==> src/rtl/alarm_controller.sv <==
// rtl/alarm_controller.sv - alarm setpoint editor, time-match detector and ring/snooze sequencer
module alarm_controller #(
    parameter int TICK_DIV       = 50_000_000,
    parameter int SNOOZE_S       = 300,
    parameter int RING_TIMEOUT_S = 60
) (
    input  logic       clk_50MHz,
    input  logic       reset,
    input  logic [5:0] hours,
    input  logic [5:0] minutes,
    input  logic [5:0] seconds,
    input  logic       alarm_on,
    input  logic       alarm_set,
    input  logic       sel,
    input  logic       up,
    input  logic       down,
    input  logic       snooze,
    input  logic       dismiss,
    output logic [5:0] alarm_h,
    output logic [5:0] alarm_m,
    output logic       h_en,
    output logic       m_en,
    output logic       blink,
    output logic       ringing,
    output logic       snoozing,
    output logic       buzzer
);
    localparam int DW = $clog2(TICK_DIV);
    localparam int SW = $clog2(SNOOZE_S) + 1;
    localparam int RW = $clog2(RING_TIMEOUT_S) + 1;

    localparam logic [DW-1:0] DIV_LAST  = DW'(TICK_DIV - 1);
    localparam logic [DW-1:0] DIV_Q1    = DW'(TICK_DIV / 4);
    localparam logic [DW-1:0] DIV_HALF  = DW'(TICK_DIV / 2);
    localparam logic [DW-1:0] DIV_Q3    = DW'((3 * TICK_DIV) / 4);
    localparam logic [SW-1:0] SNZ_LOAD  = SW'(SNOOZE_S);
    localparam logic [SW-1:0] SNZ_ONE   = SW'(1);
    localparam logic [RW-1:0] RING_LAST = RW'(RING_TIMEOUT_S - 1);

    localparam int B_SEL  = 0;
    localparam int B_UP   = 1;
    localparam int B_DOWN = 2;
    localparam int B_SNZ  = 3;
    localparam int B_DIS  = 4;

    typedef enum logic [1:0] {IDLE, EDIT, RING, SNOOZE} state_t;

    state_t        state_q, state_d;
    logic          field_q, field_d;
    logic [5:0]    alarm_h_q, alarm_h_d;
    logic [5:0]    alarm_m_q, alarm_m_d;
    logic [DW-1:0] div_q, div_d;
    logic [SW-1:0] snz_cnt_q, snz_cnt_d;
    logic [RW-1:0] ring_cnt_q, ring_cnt_d;
    logic [6:0]    sync1_q, sync2_q;
    logic [4:0]    btn_prev_q;
    logic          match, match_q, match_dly_q;

    logic [4:0]    btn_edge;
    logic          set_lvl, on_lvl, tick, trigger;
    logic [5:0]    fld_val, fld_max, fld_new;

    always_comb begin
        btn_edge = sync2_q[4:0] & ~btn_prev_q;
        set_lvl  = sync2_q[5];
        on_lvl   = sync2_q[6];
        match    = (hours == alarm_h_q) && (minutes == alarm_m_q) && (seconds == 6'd0);
        trigger  = match_q & ~match_dly_q;
        tick     = (div_q == DIV_LAST);

        // Wrapping step of whichever field is being edited.
        fld_val = field_q ? alarm_m_q : alarm_h_q;
        fld_max = field_q ? 6'd59 : 6'd23;
        if (btn_edge[B_UP]) begin
            fld_new = (fld_val == fld_max) ? 6'd0 : fld_val + 6'd1;
        end else begin
            fld_new = (fld_val == 6'd0) ? fld_max : fld_val - 6'd1;
        end

        state_d    = state_q;
        field_d    = field_q;
        alarm_h_d  = alarm_h_q;
        alarm_m_d  = alarm_m_q;
        div_d      = tick ? '0 : div_q + 1'b1;
        snz_cnt_d  = snz_cnt_q;
        ring_cnt_d = ring_cnt_q;

        case (state_q)
            IDLE: begin
                if (set_lvl) begin
                    state_d = EDIT;
                    field_d = 1'b0;
                end else if (trigger && on_lvl) begin
                    state_d    = RING;
                    div_d      = '0;
                    ring_cnt_d = '0;
                end
            end
            EDIT: begin
                if (!set_lvl) begin
                    state_d = IDLE;
                end else begin
                    if (btn_edge[B_UP] ^ btn_edge[B_DOWN]) begin
                        if (field_q) alarm_m_d = fld_new;
                        else         alarm_h_d = fld_new;
                    end
                    if (btn_edge[B_SEL]) field_d = ~field_q;
                end
            end
            RING: begin
                if (set_lvl) begin
                    state_d = EDIT;
                    field_d = 1'b0;
                end else if (!on_lvl || btn_edge[B_DIS]) begin
                    state_d = IDLE;
                end else if (btn_edge[B_SNZ]) begin
                    state_d   = SNOOZE;
                    snz_cnt_d = SNZ_LOAD;
                    div_d     = '0;
                end else if (tick) begin
                    if (ring_cnt_q == RING_LAST) state_d = IDLE;
                    else                         ring_cnt_d = ring_cnt_q + 1'b1;
                end
            end
            SNOOZE: begin
                if (set_lvl) begin
                    state_d = EDIT;
                    field_d = 1'b0;
                end else if (!on_lvl || btn_edge[B_DIS]) begin
                    state_d = IDLE;
                end else if (tick) begin
                    if (snz_cnt_q <= SNZ_ONE) begin
                        state_d    = RING;
                        snz_cnt_d  = '0;
                        ring_cnt_d = '0;
                        div_d      = '0;
                    end else begin
                        snz_cnt_d = snz_cnt_q - 1'b1;
                    end
                end
            end
            default: state_d = IDLE;
        endcase
    end

    always_ff @(posedge clk_50MHz or negedge reset) begin
        if (!reset) begin
            state_q     <= IDLE;
            field_q     <= 1'b0;
            alarm_h_q   <= '0;
            alarm_m_q   <= '0;
            div_q       <= '0;
            snz_cnt_q   <= '0;
            ring_cnt_q  <= '0;
            sync1_q     <= '0;
            sync2_q     <= '0;
            btn_prev_q  <= '0;
            match_q     <= 1'b0;
            match_dly_q <= 1'b0;
        end else begin
            state_q     <= state_d;
            field_q     <= field_d;
            alarm_h_q   <= alarm_h_d;
            alarm_m_q   <= alarm_m_d;
            div_q       <= div_d;
            snz_cnt_q   <= snz_cnt_d;
            ring_cnt_q  <= ring_cnt_d;
            sync1_q     <= {alarm_on, alarm_set, dismiss, snooze, down, up, sel};
            sync2_q     <= sync1_q;
            btn_prev_q  <= sync2_q[4:0];
            match_q     <= match;
            match_dly_q <= match_q;
        end
    end

    assign alarm_h  = alarm_h_q;
    assign alarm_m  = alarm_m_q;
    assign h_en     = (state_q == EDIT) && !field_q;
    assign m_en     = (state_q == EDIT) && field_q;
    assign blink    = (div_q < DIV_Q1) || ((div_q >= DIV_HALF) && (div_q < DIV_Q3));
    assign ringing  = (state_q == RING);
    assign snoozing = (state_q == SNOOZE);
    assign buzzer   = ringing & blink;

endmodule

==> config.mk <==
export PLATFORM = sky130hd
export DESIGN_NAME = alarm_controller
export DESIGN_NICKNAME = d
export VERILOG_FILES = /design/src/rtl/alarm_controller.sv
export SDC_FILE = /design/constraint.sdc
export NUM_CORES = 1
export LEC_CHECK = 0
export BUFFER_PORTS_ARGS = -buffer_cell sky130_fd_sc_hd__buf_2
export CELL_PAD_IN_SITES_DETAIL_PLACEMENT = 1
export CELL_PAD_IN_SITES_GLOBAL_PLACEMENT = 2
export CORE_MARGIN = 2
export CORE_UTILIZATION = 40
export DETAILED_ROUTE_END_ITERATION = 10
export PLACE_DENSITY = 0.92
export REMOVE_ABC_BUFFERS = 1
export SLEW_MARGIN = 5
export SYNTH_ARGS = -nofsm -noshare
export SYNTH_HDL_FRONTEND = slang
export SYNTH_SLANG_ARGS = --single-unit
==> constraint.sdc <==
create_clock -name clk_50MHz -period 5.6 [get_ports clk_50MHz]
set_input_delay 0.84 -clock clk_50MHz [delete_from_list [all_inputs] [get_ports clk_50MHz]]
set_output_delay 0.84 -clock clk_50MHz [all_outputs]
set_load 0.01 [all_outputs]
==> results of run 1 <==
[worst max path at each step]
stage                 end  slack [ns]  depth (start not counted)
2_1_floorplan  alarm_h[4]        3.06                          8
3_3_place_gp       buzzer        2.86                          6
3_5_place_dp       buzzer        2.81                          6
4_1_cts            buzzer        2.43                          6
5_1_grt            buzzer        2.28                          6
6_report           buzzer        2.45                          6
[worst max-delay path, delay by kind of cell, from the launching register on]
family | cells | cell delay, ns
buffers and inverters | 1 | 0.12
DFF | 1 | 0.46
and+or+nand+nor | 4 | 1.28
AOI/OAI and AO/OA | 1 | 0.13
[metrics by stage]
stage               hold slack, ns  setup slack (ns)  power, uW  instances
global route                 0.358              2.28       2520        674
detailed placement           0.336              2.81       1740        659
CTS                          0.348              2.43       2390        674
global placement             0.334              2.86       1700        659
floorplan                    0.331              3.06       1440        470
finish                       0.345              2.45       2370        674
[layout by cell type (no fill, tap or decap), drive strengths merged, types with 7 or more instances in the layout]
cell type,n
a21oi,12
and3,7
buf,46
clkbuf,11
dfrtp,79
ha,7
inv,13
mux2,10
mux2i,7
nand2,36
nand3,24
nand4,14
nor2,53
nor2b,7
nor3,26
nor4,8
o21ai,22
or4,12
xnor2,23
xor2,18
[layer usage]
metal	wire, um	up-vias	part of all wire
li1	-	1878	-
met1	5540	1990	0.45
met2	6040	72	0.49
met3	441	18	0.036
met4	199	0	0.016
met5	0	-	0
[final cells by class]
type,instances,area (sq um),area share
clock buffer,11,243,0.0463
timing repair buffer,46,238,0.0453
sequential,79,1980,0.377
clock inverter,4,70.1,0.0134
tap,143,179,0.0341
inverter,13,48.8,0.00930
multi-input combinational,378,2490,0.475
[synth_stat cells (8+ instances only)]
cell,count,share of area
inv_1,13,0.010
dfrtp_1,79,0.43
mux2_2,10,0.024
o21ai_0,21,0.023
a21oi_1,12,0.013
nor2_1,53,0.043
nand4_1,14,0.019
xnor2_1,23,0.043
nand2_1,36,0.029
clkbuf_1,21,0.017
nor3_1,26,0.028
xor2_1,18,0.034
nor4_1,8,0.011
nand3_1,24,0.026
[registers in the layout, summed over array words and instances (netlist names)]
register,flops
div_q,26
snz_cnt_q,10
ring_cnt_q,7
sync1_q,7
sync2_q,7
alarm_h,6
alarm_m,6
btn_prev_q,5
state_q,2
field_q,1
match_dly_q,1
match_q,1
[logic make-up (layout without fill, tap and decap cells)]
logic type | Yosys count | in the layout | share of synthesized area
AND/OR/NAND/NOR | 228 | 228 | 0.270
flip-flops | 79 | 79 | 0.425
adder cells (fa/ha/maj) | 7 | 7 | 0.0188
XOR/XNOR | 41 | 41 | 0.0773
multiplexers | 17 | 17 | 0.0393
buffers and inverters | 40 | 74 | 0.0385
AO/OA/AOI/OAI | 85 | 85 | 0.131
[power by group]
group,internal (uW),total (uW),switching [uW]
clock,398,621,223
combinational,382,860,478
sequential,673,886,212
total,1450,2370,913
==> summary.txt, run 1 <==
Outcome
  – Status: finished, final reports clean

Global routing
  – First-pass GRT wire length: 20.8 mm
  – Met1 Track Usage GR: 0.263
  – GR Overflow Total: 0
  – Busiest grt layer: met2
  – Met3 Use GR: 0.0479
  – Initial antenna violation count: 0
  – Largest net degree at the start of global routing: 80
  – Met2 usage: 0.346
  – GR Util All Layers: 0.205
  – Number of global-route vias before repair: 4156

Logic synthesis
  – Synth Area per Inst: 9.35 sq um
  – Post-synth EDFFs: 0
  – Dominant synthesized flop cell: dfrtp_1
  – Post-synthesis sequential area ratio: 0.425
  – FFs w/ async S/R, synth: 1.00
  – Synthesized cell area: 4650 sq um
  – Post-synthesis cell type count: 69
  – Syn Inst Count: 497
  – Register bit total from synthesis: 79
  – Yosys warnings: 0

Clock tree
  – CTS max path bufs: 2
  – CTS resizes: 0
  – CTS H-Tree Depth: 3
  – Sink Count: 79
  – CTS clk-pin slew, worst paths: 0.05 ns
  – Root Driver: clkbuf_16
  – Post-CTS repair timing setup buffer count: 0
  – Worst-Skew Late Latency: 0.34 ns
  – CTS tree: yes
  – TritonCTS buffer count: 9
  – Hold buffers post-CTS: 0

Layout
  – Synthesis-to-finish area growth: 12.9%
  – Ratio of cells with drive above 1 in the final layout: 0.169
  – Design Area, Final: 5250 sq um
  – Fin nets: 561
  – Post-layout util: 0.462
  – ANT cells: 0
  – Fillers: 1303

Timing
  – Max Fclk: 0.317 GHz
  – Max Clock Skew: 0.00657 ns
  – Max transition margin: 0.213
  – Setup tns final: 0 ns
  – Fin crit share: 0.563
  – Final Hold Violating Endpoints: 0
  – Crit path time final: 3.15 ns
  – Worst Max-Slew Pin Slew: 1.17 ns
  – Final Max Tran Viols: 0
  – RSZ-0062 raised after global routing: false
  – # setup viols final: 0

Power
  – Leak pwr: 0.00221 uW
  – P per Cell Area: 451 nW/um^2
  – Worst VDD drop: 0.208 mV

Route
  – Detailed Route WL: 12.2 mm
  – Post-route ant nets: 0
  – Violation count after the first detailed-routing iteration: 153
  – First-pass DRT Iterations: 5
  – Vias: 3958
  – DRC violations left: 0
  – Vias per inst: 5.87
  – DR WL/cell: 18.1 um

Critical path
  – Critical path launch point type: flip-flop
  – Worst Setup End Kind: output port
  – FF-to-FF setup slack: 2.92 ns
  – Worst Path Required: 4.76 ns
  – R2R cell count: 5
  – Worst Setup Path Type: reg2out
  – Worst Setup SP: div_q[8]
  – Crit-path cells: nor4_1 -> nand3_1 -> or3_1 -> o2111ai_1 -> and3_1 -> buf_2
  – Worst Path Arrival: 2.31 ns
  – Critical register-to-register path endpoint: state_q[1]
  – Worst R2R Start: snz_cnt_q[4]
  – Crit path max fanout: 9
  – Max incr delay on CP: 0.61 ns
  – Slowest CP cell: nor4_1

Die
  – Area of the die: 12500 sq um
  – IO Pins: 45
  – Die Height: 112 um
  – Row cnt: 39
  – Core region area: 11400 sq um
  – Die X: 112 um
  – Initial Util: 0.409

Placement
  – DP Area: 4930 sq um
  – Post-DP HPWL: 8.46 mm
  – GPL Wtd Cong: 0.874
  – # port buffers: 44

Flow run
  – Max cap viols: 0

Worst hold path
  – Hold depth: 0
  – Hold path start: sync1_q[1]
  – Tightest Hold Check Type: reg2reg
  – Hold Path Sink: sync2_q[1]
Power figures use the tool's default switching activity.
==> inputs of run 2 (changes only) <==
--- a/config.mk
+++ b/config.mk
@@ -5,13 +5,14 @@
 export SDC_FILE = /design/constraint.sdc
 export NUM_CORES = 1
 export LEC_CHECK = 0
+export ABC_AREA = 1
 export BUFFER_PORTS_ARGS = -buffer_cell sky130_fd_sc_hd__buf_2
 export CELL_PAD_IN_SITES_DETAIL_PLACEMENT = 1
 export CELL_PAD_IN_SITES_GLOBAL_PLACEMENT = 2
 export CORE_MARGIN = 2
-export CORE_UTILIZATION = 40
+export CORE_UTILIZATION = 35
 export DETAILED_ROUTE_END_ITERATION = 10
-export PLACE_DENSITY = 0.92
+export PLACE_DENSITY = 0.88
 export REMOVE_ABC_BUFFERS = 1
 export SLEW_MARGIN = 5
 export SYNTH_ARGS = -nofsm -noshare
==> constraint.sdc (replaced) <==
create_clock -name clk_50MHz -period 3.07 [get_ports clk_50MHz]
set_input_delay 0.4605 -clock clk_50MHz [delete_from_list [all_inputs] [get_ports clk_50MHz]]
set_output_delay 0.4605 -clock clk_50MHz [all_outputs]
set_load 0.01 [all_outputs]
==> run 2 against run 1 <==
Effect of this change: routed wire length increased by 8.6%; final cell count grew 30%; register-to-register slack worse by 2.1 ns; non-clock buffer count down 2; via count is 10% higher; count of clock-buffer cells in the layout fell by 2; sequential power grew 66%.
==> summary.txt, run 2 <==
Outcome
  – Status: finished, final reports clean (unchanged)

Timing
  – Hold Slack: 0.214 ns (was 0.345 ns)
  – RSZ-0062 raised after global routing: false (unchanged)
  – Final Hold Violating Endpoints: 0 (unchanged)
  – Crit path time final: 2.40 ns
  – Max Clock Skew: 0.00796 ns (was 0.00657 ns)
  – Max transition margin: 0.306 (was 0.213)
  – Max Fclk: 0.418 GHz
  – Fin crit share: 0.780
  – Final Max Tran Viols: 0 (unchanged)
  – # setup viols final: 0 (unchanged)
  – Setup tns final: 0 ns (unchanged)
  – Worst Max-Slew Pin Slew: 1.04 ns (was 1.17 ns)

Global routing
  – GR Overflow Total: 0 (unchanged)
  – Number of global-route vias before repair: 4665 (was 4156)
  – Largest net degree at the start of global routing: 80 (unchanged)
  – First-pass GRT wire length: 22.6 mm (was 20.8 mm)
  – GR Util All Layers: 0.195 (was 0.205)
  – Initial antenna violation count: 0 (unchanged)

Route
  – DR WL/cell: 15.2 um (was 18.1 um)
  – Vias per inst: 4.99 (was 5.87)
  – WL met3: 352 um (was 441 um)
  – DR top layer: met4 (unchanged)
  – DRC violations left: 0 (unchanged)
  – Violation count after the first detailed-routing iteration: 230 (was 153)
  – Vias: 4367 (was 3958)
  – Post-route ant nets: 0 (unchanged)
  – Wire length on met2: 6.23 mm (was 6.04 mm)
  – Detailed Route WL: 13.3 mm (was 12.2 mm)
  – Met1 wire length: 6.42 mm (was 5.54 mm)
  – First-pass DRT Iterations: 4 (was 5)

Die
  – Initial Util: 0.362 (was 0.409)
  – Row cnt: 42 (was 39)
  – Area of the die: 14800 sq um (was 12500 sq um)
  – IO Pins: 45 (unchanged)
  – Die X: 122 um (was 112 um)
  – Die Height: 122 um (was 112 um)
  – Core region area: 13300 sq um (was 11400 sq um)

Clock tree
  – CTS resizes: 0 (unchanged)
  – CTS max path bufs: 2 (unchanged)
  – Worst-Skew Late Latency: 0.35 ns (was 0.34 ns)
  – TritonCTS buffer count: 9 (unchanged)
  – CTS tree: yes (unchanged)
  – CTS H-Tree Depth: 3 (unchanged)
  – Sink Count: 79 (unchanged)
  – Hold buffers post-CTS: 0 (unchanged)
  – Post-CTS repair timing setup buffer count: 0 (unchanged)
  – Root Driver: clkbuf_16 (unchanged)
  – CTS clk-pin slew, worst paths: 0.07 ns (was 0.05 ns)

Flow run
  – Max cap viols: 0 (unchanged)

Logic synthesis
  – Synthesized cell area: 4830 sq um (was 4650 sq um)
  – Ranking of synthesized cells by area: dfrtp_1 41%, nand2_1 13%, nor2_1 8.0% (was dfrtp_1 43%, xnor2_1 4.3%, nor2_1 4.3%)
  – Syn Inst Count: 648 (was 497)
  – Dominant synthesized flop cell: dfrtp_1 (unchanged)
  – Post-synth EDFFs: 0 (unchanged)
  – Synth area leader: dfrtp_1 (unchanged)
  – Most common cell in the netlist: nand2_1 (was dfrtp_1)
  – Synth Area per Inst: 7.46 sq um (was 9.35 sq um)
  – Compound-Gate Fraction of Synth Area: 0.0647 (was 0.131)
  – Post-synthesis cell type count: 42 (was 69)
  – Yosys warnings: 0 (unchanged)
  – Largest family of logic cells by synthesized area: simple AND/OR/NAND/NOR gates (unchanged)
  – Register bit total from synthesis: 79 (unchanged)
  – FFs w/ async S/R, synth: 1.00 (unchanged)
  – XOR/XNOR share of the synthesized area: 0.0670 (was 0.0773)
  – Adder-Cell Fraction of Synth Area: 0.0181 (was 0.0188)
  – Synth top area share: 0.409 (was 0.425)
  – Post-synthesis sequential area ratio: 0.409 (was 0.425)
  – Simple-gate share of the synthesized area: 0.371 (was 0.270)
  – Commonest cells in the netlist: 161 x nand2_1, 103 x nor2_1, 79 x dfrtp_1 (was 79 x dfrtp_1, 53 x nor2_1, 36 x nand2_1)
  – Mux cell area share after synthesis: 0 (was 0.0393)

Placement
  – GPL Wtd Cong: 0.847 (was 0.874)
  – # port buffers: 44 (unchanged)
  – DP Area: 5220 sq um (was 4930 sq um)
  – Post-DP HPWL: 10.1 mm (was 8.46 mm)

Critical path
  – Worst Setup End Kind: output port (unchanged)
  – Worst Setup Path Type: reg2out (unchanged)
  – Critical path launch point type: flip-flop (unchanged)
  – Worst Path Arrival: 1.93 ns (was 2.31 ns)
  – FF-to-FF setup slack: 0.84 ns (was 2.92 ns)
  – Worst Path Required: 2.61 ns (was 4.76 ns)
  – Crit path max fanout: 3 (was 9)

Layout
  – Commonest non-fill, non-tap cells in the layout: 161 x nand2_1, 103 x nor2_1, 79 x dfrtp_1 (was 79 x dfrtp_1, 53 x nor2_1, 43 x buf_2)
  – Fillers: 1691 (was 1303)
  – Design Area, Final: 5500 sq um (was 5250 sq um)
  – Biggest regs: div_q x26, snz_cnt_q x10 (unchanged)
  – Max reg flops: 26 (unchanged)
  – Post-layout util: 0.412 (was 0.462)
  – Commonest non-fill, non-tap cell in the layout: nand2_1 (was dfrtp_1)
  – Register area: 1980 sq um (unchanged)
  – Ratio of cells with drive above 1 in the final layout: 0.139 (was 0.169)
  – Largest reg by FF count: div_q (unchanged)
  – Fin nets: 728 (was 561)
  – Synthesis-to-finish area growth: 13.8% (was 12.9%)
  – ANT cells: 0 (unchanged)
  – Area occupied by multi-input gates: 2520 sq um (was 2490 sq um)

Power
  – P per Cell Area: 780 nW/um^2 (was 451 nW/um^2)
  – Final Power: 4290 uW (was 2370 uW)
  – Worst VDD drop: 0.373 mV (was 0.208 mV)
  – Leak pwr: 0.00264 uW (was 0.00221 uW)

Worst hold path
  – Tightest Hold Check Type: in2reg (was reg2reg)
run 2: area by class of cell:
type,count,area share
clock inverter,7,0.0109
multi-input combinational,485,0.457
inverter,75,0.0511
timing repair buffer,44,0.0405
clock buffer,9,0.0409
tap,176,0.0400
sequential,79,0.359
run 2: worst max-delay path, cell delays in order, from the launching register on:
cell	delay (ns)
dfrtp_1	0.44
nand2_1	0.14
nor2_1	0.16
inv_1	0.09
nor3_1	0.21
nand2_1	0.09
nor2_1	0.11
nor2_1	0.06
nand2_1	0.08
a21oi_1	0.06
buf_2	0.15
run 2: routing by layer:
metal	global-route usage	up-vias
met5	0	-
met4	0.0718	0
met3	0.0318	22
met2	0.317	61
met1	0.263	2122
li1	-	2162
run 2: worst paths after layout:
kind                                     end  cells after the start        from
worst max-delay path                  buzzer                     10   div_q[21]
min in group asynchronous          div_q[20]                      1       reset
max in group asynchronous         alarm_h[0]                      1       reset
worst min-delay path              sync1_q[3]                      1      snooze
worst max register to register  snz_cnt_q[7]                     10    div_q[0]
worst min register to register    sync2_q[4]                      0  sync1_q[4]
run 2: per-stage QoR:
step / setup WS [ns] / instances
after floorplan: 1.26 / 639
after global placement: 0.941 / 859
after detailed placement: 0.852 / 859
after CTS: 0.655 / 875
after global routing: 0.483 / 875
final: 0.675 / 875
run 2: cell families (layout without fill, tap and decap cells):
| family | after synthesis | count (layout) |
|---|---|---|
| xor gates and xnor gates | 37 | 37 |
| DFF | 79 | 79 |
| adders and majority gates | 7 | 7 |
| buffers and inverters | 84 | 135 |
| AOI/OAI and AO/OA | 54 | 54 |
| and+or+nand+nor | 387 | 387 |
run 2: where the power goes:
group	internal [uW]	switching [uW]
Sequential	1230	239
Combinational	594	1170
Clock	562	490
Total	2390	1900
